--- src/rtl/ksa_multiword_seq.sv ---
// ksa_multiword_seq: serialises one wide addition over a single pipelined BITS-wide adder,
// issuing slices LSB-first and rippling each slice carry-out into the next slice carry-in.
module ksa_multiword_seq #(
   parameter int BITS     = 16,
   parameter int WORDS    = 4,
   parameter int PIPE_LAT = 2
) (
   input  logic                  clk,
   input  logic                  rst,
   input  logic                  in_valid,
   output logic                  in_ready,
   input  logic [WORDS*BITS-1:0] in_a,
   input  logic [WORDS*BITS-1:0] in_b,
   input  logic                  in_c,
   output logic                  out_valid,
   input  logic                  out_ready,
   output logic [WORDS*BITS-1:0] out_sum,
   output logic                  out_cout,
   output logic [BITS-1:0]       adder_a,
   output logic [BITS-1:0]       adder_b,
   output logic                  adder_c,
   input  logic [BITS:0]         adder_s
);
   localparam int W  = WORDS * BITS;
   localparam int IW = WORDS > 1 ? $clog2(WORDS) : 1;
   localparam int CW = PIPE_LAT > 1 ? $clog2(PIPE_LAT) : 1;
   localparam logic [IW-1:0] LAST_IDX = IW'(WORDS - 1);
   localparam logic [CW-1:0] LAST_CNT = CW'(PIPE_LAT - 1);
   typedef enum logic [1:0] {IDLE, ISSUE, WAIT, DONE} state_t;
   state_t          r_state;
   logic [W-1:0]    r_a;
   logic [W-1:0]    r_b;
   logic [IW-1:0]   r_idx;
   logic [CW-1:0]   r_cnt;
   assign in_ready = r_state == IDLE && !rst;
   // r_a/r_b hold the not-yet-issued upper slices, shifted down one slice per pass;
   // adder_c doubles as the inter-slice carry register
   always_ff @(posedge clk) begin
      if (rst) begin
         r_state   <= IDLE;
         r_idx     <= '0;
         r_cnt     <= '0;
         r_a       <= '0;
         r_b       <= '0;
         out_valid <= 1'b0;
         out_sum   <= '0;
         out_cout  <= 1'b0;
         adder_a   <= '0;
         adder_b   <= '0;
         adder_c   <= 1'b0;
      end else begin
         case (r_state)
            IDLE: if (in_valid) begin
               adder_a <= in_a[BITS-1:0];
               adder_b <= in_b[BITS-1:0];
               adder_c <= in_c;
               r_a     <= in_a >> BITS;
               r_b     <= in_b >> BITS;
               r_idx   <= '0;
               r_state <= ISSUE;
            end
            ISSUE: begin
               r_cnt   <= '0;
               r_state <= WAIT;
            end
            WAIT: if (r_cnt != LAST_CNT) r_cnt <= r_cnt + 1'b1;
            else begin
               out_sum[r_idx*BITS +: BITS] <= adder_s[BITS-1:0];
               if (r_idx != LAST_IDX) begin
                  adder_a <= r_a[BITS-1:0];
                  adder_b <= r_b[BITS-1:0];
                  adder_c <= adder_s[BITS];
                  r_a     <= r_a >> BITS;
                  r_b     <= r_b >> BITS;
                  r_idx   <= r_idx + 1'b1;
                  r_state <= ISSUE;
               end else begin
                  out_cout  <= adder_s[BITS];
                  out_valid <= 1'b1;
                  r_state   <= DONE;
               end
            end
            DONE: if (out_ready) begin
               out_valid <= 1'b0;
               r_state   <= IDLE;
            end
            default: r_state <= IDLE;
         endcase
      end
   end
endmodule

--- config.mk ---
export PLATFORM = sky130hd
export DESIGN_NAME = ksa_multiword_seq
export DESIGN_NICKNAME = d
export VERILOG_FILES = /design/src/rtl/ksa_multiword_seq.sv
export SDC_FILE = /design/constraint.sdc
export NUM_CORES = 1
export LEC_CHECK = 0
export ABC_AREA = 1
export BUFFER_PORTS_ARGS = -buffer_cell sky130_fd_sc_hd__buf_2
export CORE_MARGIN = 5
export CORE_UTILIZATION = 35
export CTS_BUF_LIST = sky130_fd_sc_hd__clkbuf_8
export DETAILED_ROUTE_END_ITERATION = 8
export HOLD_SLACK_MARGIN = 0.02
export SETUP_SLACK_MARGIN = 0.05
export SLEW_MARGIN = 20
export SYNTH_ARGS = -nofsm -noshare
export SYNTH_HDL_FRONTEND = slang
export SYNTH_SLANG_ARGS = --single-unit
export TNS_END_PERCENT = 50
--- constraint.sdc ---
create_clock -name clk -period 3.4 [get_ports clk]
set_input_delay 0.34 -clock clk [delete_from_list [all_inputs] [get_ports clk]]
set_output_delay 0.34 -clock clk [all_outputs]
set_load 0.05 [all_outputs]
==> results of run 1 <==
registers in the layout, indices dropped and copies added, names as in the netlist, 2 cells and up:
signal   flops
out_sum     64
r_a         48
r_b         48
adder_a     16
adder_b     16
r_idx        2
r_state      2
worst max-delay path by stage:
stage / depth (start not counted) / slack [ns] / startpoint / endpoint
after CTS: 9 / 0.83 / r_state[0] / r_a[46]
after floorplan: 8 / 1.39 / r_idx[0] / out_sum[10]
after detailed placement: 9 / 0.85 / r_state[0] / r_b[36]
after global placement: 9 / 0.90 / r_state[0] / r_b[36]
after global routing: 9 / 0.51 / r_state[0] / r_b[47]
final: 9 / 0.83 / r_state[0] / r_idx[1]
report_power, final:
group / switching, uW / total, uW / internal, uW
clock: 936 / 1550 / 613
sequential: 315 / 3270 / 2960
combinational: 3760 / 5510 / 1740
cell families after synthesis:
kind of cell | after synthesis
and+or+nand+nor | 897
AOI/OAI and AO/OA | 216
DFF | 200
buffers and inverters | 163
adders and majority gates | 9
layer usage:
metal  up-vias  wire, um
met5         -        13
met4         2       486
met3        31      1580
met2       258     13300
met1      4390     14300
li1       5072         -
through the flow:
stage	hold slack (ns)	cell area, um^2	total power (uW)	util	setup WS, ns
after floorplan	0.451	9740	7760	-	1.39
after global placement	0.450	11100	8780	0.403	0.897
after detailed placement	0.452	11100	8830	0.403	0.849
after CTS	0.0960	11500	10400	0.417	0.830
after global routing	0.119	11500	11300	0.418	0.505
final	0.137	11500	10300	0.418	0.830
layout make-up:
| class | instances | area (um^2) | share of cell area |
|---|---|---|---|
| Inverter | 46 | 183 | 0.0158 |
| Timing Repair Buffer | 263 | 1410 | 0.123 |
| Antenna cell | 2 | 5.00 | 0.000434 |
| Tap cell | 378 | 473 | 0.0410 |
| Sequential cell | 200 | 4000 | 0.347 |
| Multi-Input combinational cell | 1122 | 5060 | 0.438 |
| Clock buffer | 17 | 234 | 0.0203 |
| Clock inverter | 15 | 169 | 0.0146 |
worst min-delay path, stage by stage:
cell	delay, ns
buf_2	0.11
nand3_1	0.07
a21oi_1	0.06
cells in the final DEF (no fill, tap or decap), types with 2 or more instances in the layout:
cell	count
nor3_1	11
a21oi_1	191
diode_2	2
inv_1	42
buf_12	5
nand3b_1	97
buf_4	9
clkbuf_8	17
nand2_2	2
nand3_1	63
inv_6	4
nor2_1	169
inv_4	2
buf_2	249
ha_1	8
o21ai_0	24
clkinv_8	3
nand2_1	553
clkinv_4	5
dfxtp_1	200
==> impl_metrics.csv, run 1 <==
group,metric,value,unit
global_route,grt_util_met2,0.290,
logic_synthesis,synth_edf_count,0,
critical_path,crit_path_cell_trace,"inv_1, ha_4, nand2_1, nand2_1, clkinv_4, nand2_1, nand2_1, nand2_1, nor2_1",
route,dr.pass1.iters,5,
logic_synthesis,synthAdderAreaFrac,0.0116,
logic_synthesis,ys_types,20,
logic_synthesis,avgSynthCellArea,6.56,um^2
route,vias_per_cell,4.77,
global_route,grt_util_all_layers,0.184,
timing,fin_crit_sh,0.756,
logic_synthesis,synth_compound_area_frac,0.111,
logic_synthesis,yosysTopAreaCellShare,0.411,
logic_synthesis,synth_warnings,0,
timing,timing_hold_violations_final,0,
pwr,power.density,895,nW/um^2
floorplan,die_h,177,um
logic_synthesis,synth_seq_area_share,0.411,
floorplan,core-area,27600,um^2
critical_path,crit_type,"reg2reg",
logic_synthesis,synth_common_cells,"nand2_1 (553), dfxtp_1 (200), a21oi_1 (191)",
logic_synthesis,synth.mux.area_fraction,0,
critical_path,worst-path-buf-inv,2,
finish,layoutNonFillerInstCount,2043,
critical_path,reg2reg_to,"r_idx[1]",
placement,io_buffer_count,249,
clock_network,cts_buffers,17,
status,status,"complete, no violations",
critical_path,worstPathRequired,3.74,ns
worst_hold_path,whs_endpoint,"out_sum[11]",
route,detail-route-antenna-nets,0,
clock_network,ctsHtreeMaxLevel,4,
critical_path,r2r.worst_path.cells,9,
global_route,first_global_vias,9111,
placement,dp.final_hpwl,20100,um
critical_path,worst_path_largest_cell_delay,0.58,ns
floorplan,dieWidth,177,um
critical_path,r2r_setup_slack,0.83,ns
logic_synthesis,synth_cells,1485,
critical_path,crit_path_start_kind,"flip-flop",
logic_synthesis,async_reset_ff_frac,0,
logic_synthesis,synth_nets,1644,
clock_network,postCtsSetupRepairBufs,0,
logic_synthesis,synth_top_area_cell,"dfxtp_1",
route,routed_wl,29700,um
run,cap_viol_max_count,0,
clock_network,cts.sinks,200,
logic_synthesis,synth_seq_cells,200,
critical_path,rr_startpoint,"r_state[0]",
global_route,use_met3,0.0395,
route,vias,9753,
pwr,leakagePower,0.00570,uW
pwr,vdd_drop_max,0.000719,V
timing,max_freq,389,MHz
timing,maxSlewHeadroom,0.334,
logic_synthesis,synth_xor_area_frac,0,
timing,rsz0062_at_grt,"false",
clock_network,clk_pin_slew,0.12,ns
critical_path,cp_max_fo,84,
critical_path,crit_family,"simple AND/OR/NAND/NOR gates",
finish,finalNetCount,1809,
placement,dp_cells,2009,
logic_synthesis,synth-main-ff-cell,"dfxtp_1",
clock_network,cts_tree,"yes",
finish,fillCellCount,3074,
route,post-route-drc-count,0,
timing,drv_slew,0,
global_route,overflow,0,
route,avgRoutedWirePerCell,14.5,um
finish,drive_above_1_share,0.183,
logic_synthesis,synth_top_family_by_area,"simple AND/OR/NAND/NOR gates",
floorplan,rows,61,
logic_synthesis,synth.area.top_cells,"dfxtp_1 (41%), nand2_1 (21%), a21oi_1 (9.8%)",
worst_hold_path,hold_start,"adder_s[11]",
floorplan,dieArea,31300,um^2
clock_network,cts_root_buf,"clkbuf_8",
worst_hold_path,min_path_type,"in2reg",
clock_network,hold_buffers,0,
route,drt_iter0_drc,719,
logic_synthesis,synth.most_common_cell,"nand2_1",
timing,period_needed,2.57,ns
global_route,busiest_layer,"met2",
global_route,grt_pass1_wl,47500,um
placement,place_congestion,0.877,
logic_synthesis,yosys.area_share.simple,0.394,
finish,syn_to_final_growth,18.5,%
global_route,grt_max_degree,136,
clock_network,clock_path_buffers,2,
global_route,grt.met1_usage,0.258,
critical_path,cp-end-kind,"flip-flop",
timing,finClkSkew,0.0286,ns
critical_path,crit_top_cell,"nand2_1",
worst_hold_path,hold_depth,3,
global_route,antenna_found_initial,3,
clock_network,clk_latency,0.49,ns
logic_synthesis,synth_area,9740,um^2
clock_network,cts_resized,0,
critical_path,cp_data_arrival_time,2.91,ns
timing,setup_tns,0,ns
critical_path,crit_path_top_delay_cell,"nand2_1",
timing,setup_viol,0,
floorplan,start_util,0.352,
timing,tightest_slew,0.995,ns
floorplan,io_pins,250,
Power figures use the tool's default switching activity.
==> inputs of run 2 (changes only) <==
Clock period 3.4 ns to 2.18 ns, I/O delays scaled along.
==> run 2 against run 1 <==
Clock power increased by 60%. Critical path depth decreased by 1. Via count increased by 1.1%. Combinational power increased by 61%. Cell area increased by 3.3%. Die area unchanged. Setup slack got worse by 0.75 ns. Count of clock-buffer cells in the layout unchanged. Wire length increased by 2.0%. First-iteration DRC count increased by 11%. Sequential share of layout area decreased by 1.1 points. Sequential power increased by 56%. Critical path type unchanged.
==> impl_metrics.csv, run 2 (synthesis results as in run 1) <==
group,metric,value,unit
status,status,"complete, no violations",
critical_path,cp_data_arrival_time,2.47,ns
critical_path,crit_start,"r_state[0]",
timing,fin_crit_sh,0.963,
clock_network,cts_buffers,17,
route,drt_iter0_drc,801,
global_route,first_global_vias,9085,
timing,finClkSkew,0.0242,ns
global_route,overflow,0,
critical_path,cp-end-kind,"flip-flop",
floorplan,io_pins,250,
global_route,grt_util_all_layers,0.185,
route,routed_wl,30300,um
critical_path,crit_path_top_delay_cell,"buf_12",
pwr,power_frac_comb,0.540,
pwr,leakagePower,0.00588,uW
clock_network,postCtsSetupRepairBufs,0,
finish,finalNetCount,1842,
placement,place_congestion,0.865,
floorplan,die_h,177,um
global_route,grt_max_degree,160,
clock_network,cts_tree,"yes",
floorplan,dieArea,31300,um^2
pwr,intPower,8510,uW
floorplan,start_util,0.352,
critical_path,worst-path-buf-inv,3,
clock_network,ctsHtreeMaxLevel,4,
timing,setup_tns,0,ns
finish,final_common_cell,"nand2_1",
critical_path,crit_path_cell_trace,"inv_1, ha_4, inv_4, o21ai_4, buf_12, nand3b_1, nand2_1, nor2_1",
clock_network,clk_latency,0.48,ns
critical_path,rr_startpoint,"r_state[0]",
floorplan,core-area,27600,um^2
clock_network,clk_pin_slew,0.12,ns
global_route,antenna_found_initial,1,
critical_path,crit_family,"buffers and inverters",
pwr,power.switching,7940,uW
finish,largest_reg_flops,64,
critical_path,cp_max_fo,159,
finish,drive_above_1_share,0.190,
finish,layoutNonFillerInstCount,2076,
route,vias,9865,
route,vias_per_cell,4.75,
clock_network,cts_root_buf,"clkbuf_8",
timing,maxSlewHeadroom,0.319,
finish,syn_to_final_growth,22.4,%
route,dr.pass1.iters,5,
timing,rsz0062_at_grt,"true",
timing,finalHoldWorstSlack,0.0531,ns
pwr,vdd_drop_max,0.00163,V
placement,dp_cells,2025,
global_route,grt_pass1_wl,47500,um
pwr,power.density,1380,nW/um^2
route,post-route-drc-count,0,
pwr,power_frac_seq,0.310,
worst_hold_path,min_path_type,"in2reg",
timing,drv_slew,0,
finish,largestRegisters,"out_sum: 64 flops, r_a: 48 flops, r_b: 48 flops",
clock_network,cts.sinks,200,
finish,regMostFlops,"out_sum",
critical_path,crit_path_start_kind,"flip-flop",
floorplan,dieWidth,177,um
clock_network,clock_path_buffers,2,
critical_path,worst_path_largest_cell_delay,0.40,ns
timing,setup_viol,0,
finish,mostFrequentLayoutCells,"nand2_1 (553), buf_2 (249), dfxtp_1 (200)",
timing,period_needed,2.10,ns
timing,max_freq,476,MHz
pwr,p_sw_frac,0.483,
pwr,clockPowerShare,0.151,
timing,timing_hold_violations_final,0,
critical_path,crit_type,"reg2reg",
floorplan,rows,61,
run,cap_viol_max_count,0,
route,detail-route-antenna-nets,0,
finish,stdcell_area,11900,um^2
worst_hold_path,hold_start,"in_a[51]",
route,avgRoutedWirePerCell,14.6,um
placement,place_area,11300,um^2
placement,dp.final_hpwl,20300,um
timing,tightest_slew,1.02,ns
critical_path,worstPathRequired,2.55,ns
placement,io_buffer_count,249,
-- run 2: cell types whose count changed in the layout (fill, tap and decap cells not counted), sizes merged --
cell	change
buf	+16
dlygate4sd3	+16
clkinv	-5
inv	+4
clkbuf	+1
clkinvlp	+1
-- run 2: metrics by stage --
stage / total power, uW / utilization / setup WS (ns)
finish: 16500 / 0.431 / 0.0804
global route: 17900 / 0.431 / 0.0188
CTS: 16500 / 0.430 / 0.0960
detailed placement: 14000 / 0.409 / 0.105
global placement: 13900 / 0.409 / 0.180
floorplan: 12100 / - / 0.170
-- run 2: power groups by stage --
| stage | Sequential [uW] | Combinational [uW] | Clock [uW] |
|---|---|---|---|
| detailed placement | 5170 | 8820 | 0 |
| global placement | 5140 | 8720 | 0 |
| finish | 5100 | 8880 | 2480 |
| floorplan | 5890 | 6220 | 0 |
| CTS | 5100 | 8840 | 2570 |
| global route | 5210 | 10000 | 2700 |
-- run 2: layout make-up --
class                           count  area, um^2
Antenna cell                        2        5.00
Multi-Input combinational cell   1122        5060
Fill cell                        2995       15700
Tap cell                          378         473
Sequential cell                   200        4000
Clock inverter                     15         174
Timing Repair Buffer              296        1790
Inverter                           46         183
Clock buffer                       17         234
-- run 2: path summary, 6_finish.rpt --
| kind | endpoint | cells past startpoint | slack [ns] |
|---|---|---|---|
| worst min register to register | out_cout | 2 | 0.46 |
| worst min-delay path | r_a[35] | 5 | 0.05 |
| worst max-delay path | r_b[4] | 8 | 0.08 |
| worst max register to register | r_b[4] | 8 | 0.08 |
-- run 2: worst register-to-register path: stages, from the launching register on --
cell      delay [ns]
dfxtp_1         0.33
inv_1           0.18
ha_4            0.26
inv_4           0.07
o21ai_4         0.20
buf_12          0.40
nand3b_1        0.41
nand2_1         0.11
nor2_1          0.04
-- run 2: timing repair --
| action | 4_1_cts | 5_1_grt |
|---|---|---|
| setup endpoints to repair | 0 | 93 |
| endpoints found under the hold margin | 20 | 0 |
| resized for setup | 0 | 3 |
| hold buffers | 16 | 0 |
-- run 2: layer usage --
layer	wire, um	vias up	share of wire	track usage
met5	0	-	0	0
met2	13700	294	0.45	0.291
met4	507	0	0.017	0.0522
met1	14100	4411	0.47	0.255
li1	-	5126	-	-
met3	1870	34	0.062	0.0436
